`config.mk`:
```
export PLATFORM = sky130hd
export DESIGN_NAME = sb_event_queue
export DESIGN_NICKNAME = d
export VERILOG_FILES = /design/src/rtl/sb_pkg.sv /design/src/rtl/sb_sync_fifo.sv /design/src/rtl/sb_event_queue.sv
export SDC_FILE = /design/constraint.sdc
export NUM_CORES = 1
export LEC_CHECK = 0
export CAP_MARGIN = 20
export CORE_UTILIZATION = 40
export CTS_CLUSTER_SIZE = 20
export DETAILED_ROUTE_END_ITERATION = 7
export PLACE_DENSITY = 0.58
export SYNTH_ARGS = -nofsm -noshare
export SYNTH_HDL_FRONTEND = slang
export SYNTH_SLANG_ARGS = --single-unit
```
`constraint.sdc`:
```
create_clock -name clk27 -period 2.22 [get_ports clk27]
set_input_delay 0.333 -clock clk27 [delete_from_list [all_inputs] [get_ports clk27]]
set_output_delay 0.333 -clock clk27 [all_outputs]
set_load 0.02 [all_outputs]
```
`src/rtl/sb_pkg.sv`:
```
// Shared constants for the sound-box CPU-side event buffering.
package sb_pkg;

  localparam int unsigned SB_KEYQ_DEPTH = 16;

  // Bit positions inside vol_status = {muted, L[5:0], R[5:0]}.
  localparam int unsigned VS_MUTE  = 12;
  localparam int unsigned VS_L_MSB = 11;
  localparam int unsigned VS_L_LSB = 6;
  localparam int unsigned VS_R_MSB = 5;
  localparam int unsigned VS_R_LSB = 0;

endpackage

```
`src/rtl/sb_sync_fifo.sv`:
```
// Single-clock first-word-fall-through FIFO with a separate occupancy counter.
module sb_sync_fifo #(
  parameter int unsigned W     = 16,
  parameter int unsigned DEPTH = 16,
  parameter int unsigned AW    = $clog2(DEPTH)
) (
  input  logic          clk27,
  input  logic          hw_reset_n,
  input  logic          wr,
  input  logic [W-1:0]  wdata,
  input  logic          rd,
  output logic [W-1:0]  rdata,
  output logic [AW:0]   count,
  output logic          full,
  output logic          empty
);

  logic [W-1:0]  mem [DEPTH];
  logic [AW-1:0] wr_ptr_q, wr_ptr_d;
  logic [AW-1:0] rd_ptr_q, rd_ptr_d;
  logic [AW:0]   count_q, count_d;
  logic          wr_acc, rd_acc;

  assign full   = (count_q == (AW+1)'(DEPTH));
  assign empty  = (count_q == '0);
  assign count  = count_q;
  assign rd_acc = rd & ~empty;
  // A write into a full FIFO is still legal when the head leaves in the same cycle.
  assign wr_acc = wr & (~full | rd_acc);
  // Held at zero while empty so stale storage never shows after reset.
  assign rdata  = empty ? '0 : mem[rd_ptr_q];

  always_comb begin
    wr_ptr_d = wr_ptr_q;
    rd_ptr_d = rd_ptr_q;
    count_d  = count_q;
    if (wr_acc) wr_ptr_d = wr_ptr_q + AW'(1);
    if (rd_acc) rd_ptr_d = rd_ptr_q + AW'(1);
    unique case ({wr_acc, rd_acc})
      2'b10:   count_d = count_q + (AW+1)'(1);
      2'b01:   count_d = count_q - (AW+1)'(1);
      default: count_d = count_q;
    endcase
  end

  always_ff @(posedge clk27 or negedge hw_reset_n) begin
    if (!hw_reset_n) begin
      wr_ptr_q <= '0;
      rd_ptr_q <= '0;
      count_q  <= '0;
    end else begin
      wr_ptr_q <= wr_ptr_d;
      rd_ptr_q <= rd_ptr_d;
      count_q  <= count_d;
    end
  end

  always_ff @(posedge clk27) begin
    if (wr_acc) mem[wr_ptr_q] <= wdata;
  end

endmodule

```
`src/rtl/sb_event_queue.sv`:
```
// Buffers keyboard events and latches volume/mute state for lossless CPU reads.
module sb_event_queue
  import sb_pkg::*;
#(
  parameter int unsigned DEPTH = SB_KEYQ_DEPTH,
  parameter int unsigned AW    = $clog2(DEPTH)
) (
  input  logic          clk27,
  input  logic          hw_reset_n,
  input  logic [15:0]   keycode,
  input  logic          keycode_valid,
  input  logic          is_muted,
  input  logic [11:0]   volume_db,
  input  logic          volume_db_valid,
  input  logic          pop,
  output logic [15:0]   rd_keycode,
  output logic          rd_valid,
  output logic [AW:0]   fifo_count,
  output logic          overflow,
  input  logic          clr_overflow,
  output logic [12:0]   vol_status,
  output logic          vol_changed,
  input  logic          vol_ack
);

  logic        kv_q, vv_q;
  logic        push, vupd;
  logic        full, empty, drop;
  logic        overflow_q, overflow_d;
  logic [12:0] vol_status_q, vol_status_d;
  logic        vol_changed_q, vol_changed_d;

  assign push = keycode_valid & ~kv_q;
  assign vupd = volume_db_valid & ~vv_q;
  assign drop = push & full & ~(pop & ~empty);

  sb_sync_fifo #(
    .W     (16),
    .DEPTH (DEPTH),
    .AW    (AW)
  ) u_fifo (
    .clk27      (clk27),
    .hw_reset_n (hw_reset_n),
    .wr         (push),
    .wdata      (keycode),
    .rd         (pop),
    .rdata      (rd_keycode),
    .count      (fifo_count),
    .full       (full),
    .empty      (empty)
  );

  assign rd_valid    = ~empty;
  assign overflow    = overflow_q;
  assign vol_status  = vol_status_q;
  assign vol_changed = vol_changed_q;

  always_comb begin
    overflow_d    = overflow_q;
    vol_status_d  = vol_status_q;
    vol_changed_d = vol_changed_q;

    if (drop)              overflow_d = 1'b1;
    else if (clr_overflow) overflow_d = 1'b0;

    // Any update beats a concurrent ack so no change is ever lost.
    if (vupd) begin
      vol_status_d[VS_MUTE]           = is_muted;
      vol_status_d[VS_L_MSB:VS_L_LSB] = volume_db[11:6];
      vol_status_d[VS_R_MSB:VS_R_LSB] = volume_db[5:0];
      vol_changed_d                   = 1'b1;
    end else if (is_muted != vol_status_q[VS_MUTE]) begin
      vol_status_d[VS_MUTE] = is_muted;
      vol_changed_d         = 1'b1;
    end else if (vol_ack) begin
      vol_changed_d = 1'b0;
    end
  end

  // Edge detectors reset high: a valid held through reset release is not an event.
  always_ff @(posedge clk27 or negedge hw_reset_n) begin
    if (!hw_reset_n) begin
      kv_q          <= 1'b1;
      vv_q          <= 1'b1;
      overflow_q    <= 1'b0;
      vol_status_q  <= '0;
      vol_changed_q <= 1'b0;
    end else begin
      kv_q          <= keycode_valid;
      vv_q          <= volume_db_valid;
      overflow_q    <= overflow_d;
      vol_status_q  <= vol_status_d;
      vol_changed_q <= vol_changed_d;
    end
  end

endmodule

```
==> results.yml <==
route:
  routedWlPerCell_um: 21.4
  dr.pass1.iters: 5
  drtIter0Drc: 339
  ant_nets: 0
  drc: 0
  viasPerCell: 5.23
  vias: 5664
  finalWirelength_mm: 23.2
final_layout:
  final-instance-count-excl-fill: 1083
  nNetsFinal: 728
  area_growth_pct: 25.1
  drive_above_1_share_pct: 35.1
  nFillCells: 2177
grt:
  first_global_vias: 6078
  antenna_found_initial: 1
  grt_usage_pct: 16.7
  grt_pass1_wl_mm: 35.8
  grt.overflow.total: 0
  grt_max_degree: 31
clock_tree:
  postCtsHoldBufs: 0
  numCtsBuffers: 30
  clkLatencyLatePin_ns: 0.53
  root_buffer: "clkbuf_16"
  clkSlewWorstSetupHoldPaths_ns: 0.06
  cts_tree: "yes"
  h-tree-depth: 1
  clkSinkCount: 286
  cts_buffer_depth: 3
floorplan:
  core-area_mm2: 0.0273
  die_h_um: 170
  die-area_mm2: 0.0287
  die_w_um: 170
  start_util_pct: 41.2
  rows: 60
  num_io_pins: 73
worst_setup_path:
  crit_path_end_kind: "output port"
  cp.arrival_ns: 2.42
  critPathRequiredTime_ns: 1.89
  crit_fanout: 9
  start_kind: "flip-flop"
  reg2regPathDepth: 8
  critPathKind: "reg2out"
sta:
  final-max-slew-violation-count: 0
  hold_violations: 0
  slew_headroom_pct: 60.5
  skew_ns: 0.00675
  finalWorstSetupSlack_ns: -0.533
  rsz0062_at_grt: "yes"
  fin_crit_sh_pct: 124
  fmax_mhz: 363
  finalSetupViolCount: 16
  holdWs_ns: 0.206
  min_period_ns: 2.75
  tightest_slew_ns: 0.591
outcome:
  status: "complete, but fails checks"
  violations: "setup timing"
logic_synthesis:
  postSynth.asyncResetShare_pct: 10.5
  synthCells: 539
  synth.distinct_cells: 34
  synth_enable_flop_cells: 256
  mappedNetlistArea_mm2: 0.0112
  synth_top_area_cell: "edfxtp_1"
  synth_top_cell_area_share_pct: 68.5
  yosys_warnings: 0
  ys_ff_latch: 286
  syn-num-nets: 581
  yosysSeqAreaShare_pct: 75.2
  avgSynthCellArea_um2: 20.8
  synth_flop_cell: "edfxtp_1"
  synth_area_leaders: "edfxtp_1, mux4_2, dfrtp_1"
placement:
  io_buffers: 72
  place.gp.congestion: 0.766
  pre_cts_slack_ns: -0.405
  place_hpwl_mm: 14.9
  dp.cells: 1022
pwr:
  powerDensity_mw_per_mm2: 1230
  p_leak_uw: 0.00484
  ir_drop_v: 0.00145
flow_run:
  max_cap_viol_count: 0
worst_hold_path:
  hp-class: "in2async"
[layout make-up]
cell class | instances | area, um^2 | share of cell area, %
Tap cell | 372 | 465 | 3.31
Clock inverter | 8 | 90.1 | 0.641
Clock buffer | 48 | 930 | 6.62
Sequential cell | 286 | 8450 | 60.1
Inverter | 6 | 22.5 | 0.160
Multi-Input combinational cell | 218 | 2670 | 19.0
Timing Repair Buffer | 144 | 1410 | 10.1
Antenna cell | 1 | 2.50 | 0.0178
[cells in the final DEF (no fill, tap or decap), types with 15 or more instances in the layout]
cell type / Yosys / routed
edfxtp_1: 256 / 256
buf_4: 0 / 59
and3_1: 17 / 17
clkbuf_16: 0 / 31
buf_12: 0 / 18
clkdlybuf4s50_1: 0 / 55
a21oi_1: 20 / 18
mux2_2: 29 / 28
mux2i_1: 17 / 15
mux4_2: 64 / 64
dfrtp_1: 28 / 25
[state kept, by name, indices dropped and copies added (netlist names)]
register	flops
u_fifo.count	5
vv_q	1
u_fifo.rd_ptr_q	4
overflow	1
u_fifo.mem	256
u_fifo.wr_ptr_q	4
vol_changed	1
vol_status	13
kv_q	1
[power breakdown]
| part | switching, uW | internal (uW) |
|---|---|---|
| clock | 1920 | 3080 |
| combinational | 2890 | 2920 |
| sequential | 225 | 6280 |
| total | 5030 | 12300 |
[stage by stage]
stage	util (%)	area (um^2)	total power, uW	setup TNS (ns)
floorplan	-	11200	10100	0
global route	51.5	14000	18100	-9.09
detailed placement	47.7	13000	12400	-7.39
CTS	51.4	14000	17400	-8.60
finish	51.5	14000	17300	-7.50
global placement	47.7	13000	12400	-5.93
[per-layer routing]
metal | share of wire (%) | global-route usage, % | vias up
li1 | - | - | 2509
met1 | 43 | 22.0 | 3017
met4 | 2.0 | 4.70 | 0
met5 | 0 | 0 | -
met2 | 52 | 29.1 | 107
met3 | 3.1 | 2.24 | 31
[kinds of logic (layout without fill, tap and decap cells)]
logic type	count (synthesis)	in the layout	synth area share, %
flops	286	286	75.2
mux	110	110	17.3
compound gates	47	47	2.34
simple gates	44	44	2.23
buf+inv	35	206	1.45
xor+xnor	11	11	0.858
fa+ha+maj	6	6	0.669
other cells	0	1	0
[synthesized netlist by cell type, types with 9 or more instances]
cell and count:
mux2_2 29, a21oi_1 20, and3_1 17, buf_2 13, clkbuf_1 13, edfxtp_1 256, mux2i_1 17, xnor2_1 9
o21ai_0 14, nand2_1 14, dfrtp_1 28, mux4_2 64
[critical path, cell delays in order, from the launching register on]
cell and delay, ns:
dfrtp_4 0.55, buf_12 0.18, buf_4 0.13, mux4_2 0.41, mux2_2 0.28, o21ai_2 0.12, a21oi_1 0.05, buf_2 0.17
[final timing paths]
| kind | startpoint | end | slack, ns |
|---|---|---|---|
| worst max-delay path | u_fifo.rd_ptr_q[1] | rd_keycode[0] | -0.53 |
| worst min-delay path | hw_reset_n | vol_status[5] | 0.21 |
| worst max register to register | u_fifo.count[2] | u_fifo.count[4] | 0.15 |
| worst min register to register | vol_status[5] | vol_status[5] | 0.51 |
| max in group asynchronous | hw_reset_n | u_fifo.rd_ptr_q[1] | 1.67 |
| min in group clk27 | volume_db_valid | vv_q | 0.24 |
[repair_timing]
item / in CTS / in global routing
setup endpoints to repair: 17 / 17
gates resized for setup: 83 / 20
cloned: 1 / 0
pin swaps: 2 / 3
setup buffers: 2 / 2
Power figures use the tool's default switching activity.
